## src/rtl/pipe_pkg.sv

```systemverilog
// rtl/pipe_pkg.sv - shared constants and types for the pipeline register chain
//
// Purpose : default datapath widths, the writeback record layout and the
//           hard-wired zero register address used by the forwarding lookup.
// Ports   : none (package).
package pipe_pkg;

  localparam int PIPE_DATA_W = 32;
  localparam int PIPE_ADDR_W = 5;

  // Register 0 reads as zero, so it must never be forwarded.
  localparam logic [PIPE_ADDR_W-1:0] REG_ZERO = '0;

  typedef struct packed {
    logic                   valid;
    logic                   wen;
    logic [PIPE_ADDR_W-1:0] waddr;
    logic [PIPE_DATA_W-1:0] wdata;
  } wb_rec_t;

endpackage

```

## src/rtl/pipe_slot.sv

```systemverilog
// rtl/pipe_slot.sv - one register slot of the pipeline chain
//
// Purpose : holds one writeback record (valid, wen, waddr, wdata).
// Ports   : clk, rst         clock, async active-high reset
//           i_hold           keep current contents
//           i_bubble         load an invalid record instead of the source
//           i_kill           force valid=0 next cycle (wins over i_hold)
//           i_valid/i_wen/i_waddr/i_wdata   source record
//           o_valid/o_wen/o_waddr/o_wdata   stored record
module pipe_slot
  import pipe_pkg::*;
#(
  parameter int DATA_W = PIPE_DATA_W,
  parameter int ADDR_W = PIPE_ADDR_W
) (
  input  logic              clk,
  input  logic              rst,
  input  logic              i_hold,
  input  logic              i_bubble,
  input  logic              i_kill,
  input  logic              i_valid,
  input  logic              i_wen,
  input  logic [ADDR_W-1:0] i_waddr,
  input  logic [DATA_W-1:0] i_wdata,
  output logic              o_valid,
  output logic              o_wen,
  output logic [ADDR_W-1:0] o_waddr,
  output logic [DATA_W-1:0] o_wdata
);

  logic              r_valid;
  logic              r_wen;
  logic [ADDR_W-1:0] r_waddr;
  logic [DATA_W-1:0] r_wdata;

  always_ff @(posedge clk or posedge rst) begin
    if (rst) begin
      r_valid <= 1'b0;
      r_wen   <= 1'b0;
      r_waddr <= '0;
      r_wdata <= '0;
    end else begin
      if (i_kill) begin
        r_valid <= 1'b0;
      end else if (!i_hold) begin
        r_valid <= i_valid & ~i_bubble;
      end
      // Payload of an invalid slot is don't-care, so it simply follows the
      // source whenever the slot is not held.
      if (!i_hold) begin
        r_wen   <= i_wen;
        r_waddr <= i_waddr;
        r_wdata <= i_wdata;
      end
    end
  end

  assign o_valid = r_valid;
  assign o_wen   = r_wen;
  assign o_waddr = r_waddr;
  assign o_wdata = r_wdata;

endmodule

```

## src/rtl/pipe_stage_chain.sv

```systemverilog
// rtl/pipe_stage_chain.sv - stallable/flushable writeback pipeline with forwarding
//
// Purpose : STAGES-deep chain of writeback records between decode and the
//           register file write port. Slot 0 is youngest, slot STAGES-1 oldest
//           and drives out_*. Optional youngest-first forwarding lookup is
//           built only when the macro PIPE_FWD_EN is defined; otherwise the
//           fwd_* outputs pass the register file data straight through.
// Ports   : clk, rst                 clock, async active-high reset
//           in_valid/in_ready        input handshake into slot 0
//           in_wen/in_waddr/in_wdata input record
//           stall[k], flush[k]       per-slot stall / kill slots 0..k
//           out_valid/out_wen/out_waddr/out_wdata   oldest slot (regfile write)
//           rd_addr_x, rf_data_x     forwarding lookup address / regfile data
//           fwd_data_x, fwd_hit_x    resolved operand / came from a slot
module pipe_stage_chain
  import pipe_pkg::*;
#(
  parameter int DATA_W = PIPE_DATA_W,
  parameter int ADDR_W = PIPE_ADDR_W,
  parameter int STAGES = 4
) (
  input  logic              clk,
  input  logic              rst,
  input  logic              in_valid,
  output logic              in_ready,
  input  logic              in_wen,
  input  logic [ADDR_W-1:0] in_waddr,
  input  logic [DATA_W-1:0] in_wdata,
  input  logic [STAGES-1:0] stall,
  input  logic [STAGES-1:0] flush,
  output logic              out_valid,
  output logic              out_wen,
  output logic [ADDR_W-1:0] out_waddr,
  output logic [DATA_W-1:0] out_wdata,
  input  logic [ADDR_W-1:0] rd_addr_a,
  input  logic [ADDR_W-1:0] rd_addr_b,
  input  logic [DATA_W-1:0] rf_data_a,
  input  logic [DATA_W-1:0] rf_data_b,
  output logic [DATA_W-1:0] fwd_data_a,
  output logic [DATA_W-1:0] fwd_data_b,
  output logic              fwd_hit_a,
  output logic              fwd_hit_b
);

  logic [STAGES-1:0] w_hold;
  logic [STAGES-1:0] w_kill;
  logic              w_in_ready;

  logic [STAGES-1:0] w_valid;
  logic [STAGES-1:0] w_wen;
  logic [ADDR_W-1:0] w_waddr [STAGES];
  logic [DATA_W-1:0] w_wdata [STAGES];

  // A stall on slot k freezes everything younger as well, and a flush at k
  // kills every slot up to k; both reduce to "any bit at or above j".
  for (genvar j = 0; j < STAGES; j++) begin : g_ctl
    assign w_hold[j] = |(stall >> j);
    assign w_kill[j] = |(flush >> j);
  end

  assign w_in_ready = ~w_hold[0] & ~(|flush);
  assign in_ready   = w_in_ready;

  for (genvar k = 0; k < STAGES; k++) begin : g_slot
    logic              w_src_valid;
    logic              w_src_wen;
    logic [ADDR_W-1:0] w_src_waddr;
    logic [DATA_W-1:0] w_src_wdata;
    logic              w_bubble;

    if (k == 0) begin : g_head
      assign w_src_valid = in_valid & w_in_ready;
      assign w_src_wen   = in_wen;
      assign w_src_waddr = in_waddr;
      assign w_src_wdata = in_wdata;
      assign w_bubble    = 1'b0;
    end else begin : g_body
      assign w_src_valid = w_valid[k-1];
      assign w_src_wen   = w_wen[k-1];
      assign w_src_waddr = w_waddr[k-1];
      assign w_src_wdata = w_wdata[k-1];
      // Source is either frozen (its record stays put) or being killed.
      assign w_bubble    = w_hold[k-1] | w_kill[k-1];
    end

    pipe_slot #(
      .DATA_W (DATA_W),
      .ADDR_W (ADDR_W)
    ) u_slot (
      .clk      (clk),
      .rst      (rst),
      .i_hold   (w_hold[k]),
      .i_bubble (w_bubble),
      .i_kill   (w_kill[k]),
      .i_valid  (w_src_valid),
      .i_wen    (w_src_wen),
      .i_waddr  (w_src_waddr),
      .i_wdata  (w_src_wdata),
      .o_valid  (w_valid[k]),
      .o_wen    (w_wen[k]),
      .o_waddr  (w_waddr[k]),
      .o_wdata  (w_wdata[k])
    );
  end

  assign out_valid = w_valid[STAGES-1];
  assign out_wen   = w_valid[STAGES-1] & w_wen[STAGES-1];
  assign out_waddr = w_waddr[STAGES-1];
  assign out_wdata = w_wdata[STAGES-1];

`ifdef PIPE_FWD_EN
  // Scan oldest to youngest so the youngest matching slot is the last writer.
  always_comb begin
    fwd_data_a = rf_data_a;
    fwd_hit_a  = 1'b0;
    fwd_data_b = rf_data_b;
    fwd_hit_b  = 1'b0;
    for (int k = STAGES - 1; k >= 0; k--) begin
      if (w_valid[k] && w_wen[k] && (w_waddr[k] == rd_addr_a) &&
          (rd_addr_a != ADDR_W'(REG_ZERO))) begin
        fwd_data_a = w_wdata[k];
        fwd_hit_a  = 1'b1;
      end
      if (w_valid[k] && w_wen[k] && (w_waddr[k] == rd_addr_b) &&
          (rd_addr_b != ADDR_W'(REG_ZERO))) begin
        fwd_data_b = w_wdata[k];
        fwd_hit_b  = 1'b1;
      end
    end
  end
`else
  logic w_unused_rd;
  assign w_unused_rd = ^{rd_addr_a, rd_addr_b};

  assign fwd_data_a = rf_data_a;
  assign fwd_data_b = rf_data_b;
  assign fwd_hit_a  = 1'b0;
  assign fwd_hit_b  = 1'b0;
`endif

endmodule

```

## config.mk

```make
export PLATFORM = sky130hd
export DESIGN_NAME = pipe_stage_chain
export DESIGN_NICKNAME = d
export VERILOG_FILES = /design/src/rtl/pipe_pkg.sv /design/src/rtl/pipe_slot.sv /design/src/rtl/pipe_stage_chain.sv
export SDC_FILE = /design/constraint.sdc
export NUM_CORES = 1
export LEC_CHECK = 0
export CAP_MARGIN = 40
export CORE_ASPECT_RATIO = 0.6
export CORE_MARGIN = 5
export CORE_UTILIZATION = 36
export CTS_CLUSTER_SIZE = 28
export DETAILED_ROUTE_END_ITERATION = 10
export HOLD_SLACK_MARGIN = 0.03
export PLACE_DENSITY = 0.76
export SLEW_MARGIN = 20
export SYNTH_ARGS = -nofsm -noshare
export SYNTH_HDL_FRONTEND = slang
export SYNTH_SLANG_ARGS = --single-unit
```

## constraint.sdc

```tcl
create_clock -name clk -period 5.2 [get_ports clk]
set_clock_uncertainty 0.1 [all_clocks]
set_input_delay 0.52 -clock clk [delete_from_list [all_inputs] [get_ports clk]]
set_output_delay 0.52 -clock clk [all_outputs]
set_load 0.1 [all_outputs]
```

==> flow_summary.toml <==
[critical_path]
critPathMaxFanout = 23
max_stage_delay_ns = 0.76
crit_type = "in2out"
critPathSlowestCell = "or3_2"
cp-startpoint = "stall[2]"
path_delay_family = "buffers and inverters"
crit_buf_inv = 3
start_kind = "input port"
r2r-start = "g_slot[0].u_slot.o_valid$_DFFE_PP0P_"
crit_chain = "clkdlybuf4s50_1 -> or3_2 -> buf_16 -> nor3_1 -> buf_4"
worstPathRequired_ns = 4.58
rrSetupSlack_ns = 3.82
endpoint_kind = "output pin"
worstPathArrival_ns = 2.66

[detailed_routing]
drc = 0
wl_per_cell_um = 15.9
drtIter0Drc = 180
vias_per_cell = 4.67
detail-route-antenna-nets = 0
num_vias = 3766
finalWirelength_mm = 12.8
firstDrtPassIters = 4

[timing]
fin_crit_sh = 0.630
finalHoldViolCount = 0
rsz0062_at_grt = "no"
min_period_ns = 3.28
tightestPinTransition_ns = 0.647
worst_hold_slack_ns = 0.323
slew_headroom = 0.569
maxSlewViolCount = 0
setup_violations = 0
tns_ns = 0
fmax_mhz = 305

[placement]
port_buffers = 88
placed_cell_area_mm2 = 0.00764
place.gp.congestion = 0.771
dp_hpwl_mm = 8.61

[clocking]
htree_levels = 4
clk_latency_ns = 0.41
path_clk_slew_ns = 0.07
cts-resized-gates = 0
cts_buffer_depth = 2
clock-sinks = 156
cts_buffers = 17
cts_tree = "done"
cts.root.buffer_cell = "clkbuf_16"
cts_hold_buf = 0
cts_setup_buffers = 0

[global_route]
grt_overflow = 0
grt_pass1_vias = 4260
antenna_found_initial = 2
grt_use_total = 0.133
grt_max_degree = 83
grt_first_pass_wirelength_mm = 21.9

[final_layout]
drive_above_1_share = 0.346
fin_util = 0.476
syn_to_final_growth_pct = 29.4
diodes = 0
nets = 682
multiInputGateArea_mm2 = 0.00186
seq_area_mm2 = 0.00390
n_fill_cell = 1503
postLayoutCellArea_mm2 = 0.00820
layout_common_cells = "dfrtp_1, nand2_1, mux2_2"
layout_commonest_cell = "dfrtp_1"

[die]
chipHeight_um = 113
die_w_um = 181
start_util = 0.368
core_mm2 = 0.0172
ios = 229
dieArea_mm2 = 0.0204
core.rowCount = 37

[logic_synthesis]
synth_top_cell_area_share = 0.616
ys_types = 23
yosysSeqAreaShare = 0.616
synth_warnings = 0
yosysTopAreaCell = "dfrtp_1"
synth_area_per_cell_um2 = 12.9
syn_area_mm2 = 0.00633
synth_area_leaders = "dfrtp_1, mux2_2, buf_4"
syn_inst = 492
ys_seq_elements = 156

[run]
maxCapViolCount = 0

[min_path]
holdCritPathClass = "in2async"

[power]
irDropWorstVdd_uv = 388
power_density_mw_per_mm2 = 565
p_leak_nw = 3.76
finalPower_w = 0.00463

[run_status]
status = "finished, final reports clean"
[registers in the layout, indices dropped and copies added, names as in the netlist]
signal,cells
g_slot.u_slot.o_wdata,128
g_slot.u_slot.o_waddr,20
g_slot.u_slot.o_wen,4
g_slot.u_slot.o_valid,4
[metal layers]
layer,wire length [um],track usage
met5,28,0
met4,183,0.0350
met3,914,0.0578
met2,5900,0.208
met1,5760,0.171
[logic make-up (layout without fill, tap and decap cells)]
family | Yosys count | after routing | share of synthesized area
compound gates | 2 | 2 | 0.00316
buf+inv | 89 | 168 | 0.0936
flops | 156 | 156 | 0.616
mux | 116 | 116 | 0.206
other cells | 1 | 2 | 0.000592
simple gates | 128 | 128 | 0.0806
[Yosys cell counts]
cell       number
a2111oi_2       1
a21oi_1         1
and2_1          1
buf_1           5
buf_2           3
buf_4          66
buf_6           1
clkbuf_1       13
conb_1          1
dfrtp_1       156
inv_1           1
mux2_1          2
mux2_2        112
mux2i_1         2
nand2_1       115
nor2_1          3
nor3_1          3
nor3b_1         1
nor4_1          1
nor4b_1         1
or3_1           1
or4_1           1
or4b_1          1
[final timing paths]
check,to,cells past startpoint
setup / recovery,in_ready,5
min in group clk,g_slot[1].u_slot.o_wdata[4]$_DFFE_PP0N_,2
hold reg to reg,g_slot[1].u_slot.o_wdata[4]$_DFFE_PP0N_,2
hold / removal,g_slot[0].u_slot.o_wdata[3]$_DFFE_PP0P_,2
setup reg to reg,g_slot[1].u_slot.o_valid$_DFFE_PP0P_,2
max in group asynchronous,g_slot[3].u_slot.o_wdata[11]$_DFFE_PP0N_,4
[stage by stage]
step           std cells  setup WS, ns
6_report             806          1.92
5_1_grt              806          1.86
3_5_place_dp         774          1.94
4_1_cts              806          1.94
3_3_place_gp         733          1.91
2_1_floorplan        493         0.373
[where the power goes]
part	internal (W)	switching (W)	leakage, nW
Combinational	0.000705	0.00105	1.53
Clock	0.000648	0.000505	0.266
Sequential	0.00155	0.000178	1.96
[layout make-up]
class,instances,share of cell area
clock buffer,20,0.0557
clock inverter,12,0.0127
tap,234,0.0357
sequential,156,0.476
multi-input combinational,248,0.227
inverter,1,0.00107
timing repair buffer,135,0.192
(Power assumes the default switching activity.)
